[config.mk]
export PLATFORM = sky130hd
export DESIGN_NAME = cordic_scheduler_flat
export DESIGN_NICKNAME = d
export VERILOG_FILES = /design/src/rtl/cordic_scheduler_if.sv /design/src/rtl/cordic_scheduler.sv /design/src/flat_wrapper.sv
export SDC_FILE = /design/constraint.sdc
export NUM_CORES = 1
export LEC_CHECK = 0
export CORE_MARGIN = 1.5
export CORE_UTILIZATION = 44
export DETAILED_ROUTE_END_ITERATION = 10
export PLACE_DENSITY = 0.79
export SYNTH_ARGS = -nofsm -noshare
export SYNTH_HDL_FRONTEND = slang
export SYNTH_SLANG_ARGS = --single-unit
[constraint.sdc]
create_clock -name clk -period 2 [get_ports clk]
set_clock_uncertainty 0.15 [all_clocks]
set_input_delay 0.6 -clock clk [delete_from_list [all_inputs] [get_ports clk]]
set_output_delay 0.6 -clock clk [all_outputs]
set_load 0.1 [all_outputs]
[src/rtl/cordic_scheduler_if.sv]
// Request, engine and response signals of the CORDIC scheduler.
// The master side is the environment (requesters, engine, consumer); the slave side is the scheduler.
interface cordic_scheduler_if;
    logic       req0_valid;
    logic [5:0] req0_angle;
    logic       req0_ready;
    logic       req1_valid;
    logic [5:0] req1_angle;
    logic       req1_ready;
    logic       eng_start;
    logic [5:0] eng_angle;
    logic       eng_done;
    logic [5:0] eng_x;
    logic [5:0] eng_y;
    logic       rsp_valid;
    logic       rsp_ready;
    logic       rsp_id;
    logic [5:0] rsp_x;
    logic [5:0] rsp_y;
    logic       rsp_err;
    logic       busy;
    logic [1:0] dbg_state;

    modport master (
        output req0_valid, req0_angle, req1_valid, req1_angle,
        output eng_done, eng_x, eng_y, rsp_ready,
        input  req0_ready, req1_ready, eng_start, eng_angle,
        input  rsp_valid, rsp_id, rsp_x, rsp_y, rsp_err, busy, dbg_state
    );

    modport slave (
        input  req0_valid, req0_angle, req1_valid, req1_angle,
        input  eng_done, eng_x, eng_y, rsp_ready,
        output req0_ready, req1_ready, eng_start, eng_angle,
        output rsp_valid, rsp_id, rsp_x, rsp_y, rsp_err, busy, dbg_state
    );
endinterface

[src/rtl/cordic_scheduler.sv]
// Two-requester arbiter in front of a single CORDIC engine: grants one angle at a time,
// starts the engine, waits with a timeout and returns the result (or an error) to the consumer.
module cordic_scheduler #(
    parameter int unsigned TIMEOUT = 15
) (
    input logic               clk,
    input logic               reset,
    cordic_scheduler_if.slave bus
);

    localparam logic [1:0] S_IDLE  = 2'd0;
    localparam logic [1:0] S_ISSUE = 2'd1;
    localparam logic [1:0] S_WAIT  = 2'd2;
    localparam logic [1:0] S_RESP  = 2'd3;

    localparam logic [5:0] BAD_ANGLE   = 6'b100000;
    localparam logic [3:0] TIMEOUT_CNT = TIMEOUT[3:0];

    logic [1:0] state_q, state_d;
    logic       prio_q, prio_d;
    logic [5:0] angle_q, angle_d;
    logic [3:0] cnt_q, cnt_d;
    logic       id_q, id_d;
    logic       err_q, err_d;
    logic [5:0] x_q, x_d;
    logic [5:0] y_q, y_d;

    logic       grant_any;
    logic       grant_id;
    logic [5:0] grant_angle;

    // Arbitration: a lone requester wins outright, a tie goes to prio_q.
    always_comb begin
        grant_any = bus.req0_valid | bus.req1_valid;
        if (bus.req0_valid && bus.req1_valid) begin
            grant_id = prio_q;
        end else begin
            grant_id = bus.req1_valid;
        end
        grant_angle = grant_id ? bus.req1_angle : bus.req0_angle;
    end

    always_comb begin
        state_d = state_q;
        prio_d  = prio_q;
        angle_d = angle_q;
        cnt_d   = cnt_q;
        id_d    = id_q;
        err_d   = err_q;
        x_d     = x_q;
        y_d     = y_q;
        case (state_q)
            S_IDLE: begin
                if (grant_any) begin
                    id_d    = grant_id;
                    angle_d = grant_angle;
                    cnt_d   = 4'd0;
                    if (grant_angle == BAD_ANGLE) begin
                        err_d   = 1'b1;
                        x_d     = 6'd0;
                        y_d     = 6'd0;
                        state_d = S_RESP;
                    end else begin
                        state_d = S_ISSUE;
                    end
                end
            end
            S_ISSUE: begin
                cnt_d   = 4'd0;
                state_d = S_WAIT;
            end
            S_WAIT: begin
                // A completion in the same cycle as the timeout still counts as success.
                if (bus.eng_done) begin
                    x_d     = bus.eng_x;
                    y_d     = bus.eng_y;
                    err_d   = 1'b0;
                    state_d = S_RESP;
                end else begin
                    cnt_d = cnt_q + 4'd1;
                    if (cnt_d == TIMEOUT_CNT) begin
                        x_d     = 6'd0;
                        y_d     = 6'd0;
                        err_d   = 1'b1;
                        state_d = S_RESP;
                    end
                end
            end
            S_RESP: begin
                if (bus.rsp_ready) begin
                    prio_d  = ~id_q;
                    state_d = S_IDLE;
                end
            end
            default: begin
                state_d = S_IDLE;
            end
        endcase
    end

    always_ff @(posedge clk) begin
        if (reset) begin
            state_q <= S_IDLE;
            prio_q  <= 1'b0;
            angle_q <= 6'd0;
            cnt_q   <= 4'd0;
            id_q    <= 1'b0;
            err_q   <= 1'b0;
            x_q     <= 6'd0;
            y_q     <= 6'd0;
        end else begin
            state_q <= state_d;
            prio_q  <= prio_d;
            angle_q <= angle_d;
            cnt_q   <= cnt_d;
            id_q    <= id_d;
            err_q   <= err_d;
            x_q     <= x_d;
            y_q     <= y_d;
        end
    end

    // Handshakes: a requester transfers on a rising edge where its valid and ready are both high;
    // ready is a one-cycle grant in IDLE only. The response transfers where rsp_valid && rsp_ready.
    always_comb begin
        bus.req0_ready = ~reset & (state_q == S_IDLE) & grant_any & ~grant_id;
        bus.req1_ready = ~reset & (state_q == S_IDLE) & grant_any & grant_id;
        bus.eng_start  = (state_q == S_ISSUE);
        bus.eng_angle  = ((state_q == S_ISSUE) || (state_q == S_WAIT)) ? angle_q : 6'd0;
        bus.rsp_valid  = (state_q == S_RESP);
        bus.rsp_id     = id_q;
        bus.rsp_x      = x_q;
        bus.rsp_y      = y_q;
        bus.rsp_err    = err_q;
        bus.busy       = (state_q != S_IDLE);
        bus.dbg_state  = state_q;
    end

endmodule

[src/flat_wrapper.sv]
// flat-port wrapper written by rule: the top's interface ports become plain ports
module cordic_scheduler_flat 
#(
    parameter int unsigned TIMEOUT = 15
)
  (clk, reset, bus_req0_valid, bus_req0_angle, bus_req1_valid, bus_req1_angle, bus_eng_done, bus_eng_x, bus_eng_y, bus_rsp_ready, bus_req0_ready, bus_req1_ready, bus_eng_start, bus_eng_angle, bus_rsp_valid, bus_rsp_id, bus_rsp_x, bus_rsp_y, bus_rsp_err, bus_busy, bus_dbg_state);
  cordic_scheduler_if bus_i ();
  input logic clk;
  input logic reset;
  input wire logic [$bits(bus_i.req0_valid)-1:0] bus_req0_valid;
  input wire logic [$bits(bus_i.req0_angle)-1:0] bus_req0_angle;
  input wire logic [$bits(bus_i.req1_valid)-1:0] bus_req1_valid;
  input wire logic [$bits(bus_i.req1_angle)-1:0] bus_req1_angle;
  input wire logic [$bits(bus_i.eng_done)-1:0] bus_eng_done;
  input wire logic [$bits(bus_i.eng_x)-1:0] bus_eng_x;
  input wire logic [$bits(bus_i.eng_y)-1:0] bus_eng_y;
  input wire logic [$bits(bus_i.rsp_ready)-1:0] bus_rsp_ready;
  output wire logic [$bits(bus_i.req0_ready)-1:0] bus_req0_ready;
  output wire logic [$bits(bus_i.req1_ready)-1:0] bus_req1_ready;
  output wire logic [$bits(bus_i.eng_start)-1:0] bus_eng_start;
  output wire logic [$bits(bus_i.eng_angle)-1:0] bus_eng_angle;
  output wire logic [$bits(bus_i.rsp_valid)-1:0] bus_rsp_valid;
  output wire logic [$bits(bus_i.rsp_id)-1:0] bus_rsp_id;
  output wire logic [$bits(bus_i.rsp_x)-1:0] bus_rsp_x;
  output wire logic [$bits(bus_i.rsp_y)-1:0] bus_rsp_y;
  output wire logic [$bits(bus_i.rsp_err)-1:0] bus_rsp_err;
  output wire logic [$bits(bus_i.busy)-1:0] bus_busy;
  output wire logic [$bits(bus_i.dbg_state)-1:0] bus_dbg_state;
  assign bus_i.req0_valid = bus_req0_valid;
  assign bus_i.req0_angle = bus_req0_angle;
  assign bus_i.req1_valid = bus_req1_valid;
  assign bus_i.req1_angle = bus_req1_angle;
  assign bus_i.eng_done = bus_eng_done;
  assign bus_i.eng_x = bus_eng_x;
  assign bus_i.eng_y = bus_eng_y;
  assign bus_i.rsp_ready = bus_rsp_ready;
  assign bus_req0_ready = bus_i.req0_ready;
  assign bus_req1_ready = bus_i.req1_ready;
  assign bus_eng_start = bus_i.eng_start;
  assign bus_eng_angle = bus_i.eng_angle;
  assign bus_rsp_valid = bus_i.rsp_valid;
  assign bus_rsp_id = bus_i.rsp_id;
  assign bus_rsp_x = bus_i.rsp_x;
  assign bus_rsp_y = bus_i.rsp_y;
  assign bus_rsp_err = bus_i.rsp_err;
  assign bus_busy = bus_i.busy;
  assign bus_dbg_state = bus_i.dbg_state;
  cordic_scheduler #(.TIMEOUT(TIMEOUT)) u_core (.clk(clk), .reset(reset), .bus(bus_i));
endmodule
==> reports/results.tsv <==
metric	value	unit
violations	negative setup slack	
die_area	0.003891	mm2
cts_root_buf	clkbuf_4	
synth-seq-cells	27	
avgSynthCellArea	8.478	um2
start_kind	flop	
critPathKind	flop to output pin	
num_rows	21	
num-nets-final	312	
outcome	complete, but fails checks	
num-fill-cells	181	
min_path_type	flop to flop	
irDropWorstVdd	0.0006317	V
final-hold-violation-count	0	
synth_top_area_frac	0.3484	
r2r_start	u_core.bus.dbg_state[0]	
placed_area	0.002674	mm2
max_slew.worst_pin.slew	0.4590	ns
yosysSeqAreaShare	0.3484	
syn_inst	183	
place.gp.congestion	0.8203	
routedWlPerCell	18.42	um
slew_violations	0	
rsz0062_at_grt	yes	
postRouteAntennaNets	0	
place_worst_setup_slack	-0.5534	ns
period_share	1.131	
min_from	u_core.angle_q[2]	
multi_input_area	0.001067	mm2
cap_violations	0	
ys_warn_count	0	
synth_edf_count	0	
leakage	1.235	nW
clock-sinks	27	
cts_hold_buf	0	
syn_to_final_growth	83.87	%
clkTransAtPathRegs	0.16	ns
cts.path.max_buffers	2	
path_max_fanout	4	
track_usage	0.2791	
setup_viol_count_final	23	
synth_top_cells_by_area	dfxtp_1 (35%), mux2i_1 (8.4%), ha_1 (6.5%), nand2_1 (6.0%), nand2b_1 (5.6%)	
final_cell_area	0.002853	mm2
first_pass_iters	5	
post-route-drc-count	0	
totalWireLength	5876	um
fin_ws	-0.2623	ns
worstSkewPairLatency	0.35	ns
fp.dieW	62.38	um
slew_headroom	0.6937	
seq_area	549.3	um2
async_flop_share	0	
cp-end-kind	output pin	
cts_tree	yes	
drive_gt1_frac	0.3846	
floorplan.die.height	62.38	um
cts_max_level	1	
num_io_pins	57	
required	1.25	ns
fmax	442.0	MHz
antenna_cells	0	
drt-initial-drc-count	97	
synth_cell_type_count	39	
core_area	0.003363	mm2
cts_buffers	3	
grt_pass1_wl	8466	um
layout_min_cycle_time	2.262	ns
gr-total-overflow	0	
reg2regPathDepth	10	
start_util	0.4613	
port_buffers	56	
timing.critical_path.from	u_core.bus.dbg_state[0]	
syn_nets	221	
synth_ff_type	dfxtp_1	
p_per_area	675.6	mW/mm2
hold_depth	2	
cp.arrival	1.51	ns
vias	1798	
routed_via_density	5.636	
synth_area	0.001551	mm2
yosys.area.top_type	dfxtp_1	
grt_max_degree	16	
dp_hpwl	3645	um
grt_pass1_vias	1768	
antenna_found_initial	0	
cells in the mapped netlist (2+ instances only):
cell	n
nand2_1	25
a211o_1	2
inv_1	6
a211oi_1	2
mux2i_1	13
nand3_1	7
ha_1	8
o21ai_1	2
nor3_1	4
a311oi_1	7
a21oi_1	9
dfxtp_1	27
nand2b_1	14
nor2b_1	3
nor2_1	18
nand2_4	2
clkbuf_1	4
nor4_1	2
and2_1	6
o21ai_0	3
power breakdown:
part	total, mW	switching, mW	internal [mW]
clock network	0.252	0.173	0.0786
logic	1.07	0.621	0.450
registers	0.605	0.0297	0.575
total	1.93	0.824	1.10
path summary, 6_finish.rpt:
check,slack [ns],to
worst max-delay path,-0.26,bus_req0_ready
worst min-delay path,0.37,u_core.angle_q[2]
worst max register to register,-0.11,u_core.bus.rsp_err
worst min register to register,0.37,u_core.angle_q[2]
cell usage in the layout (no fill, tap or decap), types with 4 or more instances in the layout:
cell / instances
buf_4: 32
buf_12: 28
nand2_1: 24
dfxtp_1: 24
clkdlybuf4s50_1: 18
nor2_1: 17
nand2b_1: 13
mux2i_1: 13
a21oi_1: 9
nand3_1: 7
a311oi_1: 7
and2_4: 6
ha_1: 4
buf_6: 4
metrics by stage:
step,hold slack [ns],power (mW),util,cells,TNS (ns)
floorplan,0.3106,1.196,-,183,-1.950
global placement,0.3362,1.530,0.7950,302,-10.67
detailed placement,0.3443,1.551,0.7950,302,-11.92
CTS,0.3641,1.849,0.8378,316,-1.391
global route,0.3936,1.984,0.8482,319,-3.099
finish,0.3723,1.927,0.8482,319,-2.494
metal layers:
metal,vias up,track usage,wire length (um),share of wire
met5,-,0,0,0
met4,0,0.1500,278,0.047
met3,29,0.05045,369,0.063
met2,101,0.5421,3060,0.52
met1,849,0.2789,2167,0.37
li1,819,-,-,-
area by class of cell:
cell class                      instances  share of cell area
Clock buffer                            4            0.009211
Inverter                                7             0.01228
Multi-Input combinational cell        142              0.3741
Sequential cell                        27              0.1925
Tap cell                               46             0.02018
Timing Repair Buffer                   93              0.3917
registers in the layout (all words and copies together) (netlist names):
name and count:
u_core.bus.rsp_y 6, u_core.prio_q 1, u_core.bus.dbg_state 2, u_core.bus.rsp_id 1
u_core.bus.rsp_x 6, u_core.bus.rsp_err 1, u_core.cnt_q 4, u_core.angle_q 6
critical path: stages (launching register included):
cell,delay [ns]
dfxtp_4,0.39
inv_4,0.06
ha_4,0.15
o21ai_4,0.09
a211oi_4,0.25
buf_12,0.22
logic make-up after synthesis:
kind of cell | after synthesis | synth area share
adder cells (fa/ha/maj) | 8 | 0.06452
flip-flops | 27 | 0.3484
buffers and inverters | 15 | 0.04596
AND/OR/NAND/NOR | 87 | 0.2943
multiplexers | 14 | 0.09113
AO/OA/AOI/OAI | 32 | 0.1557
repair_timing:
action | CTS | global route
cloned | 1 | 0
gates resized for setup | 30 | 9
setup buffers | 9 | 3
endpoints found under the setup margin | 24 | 25
pin swaps | 11 | 12
Power figures use the tool's default switching activity.
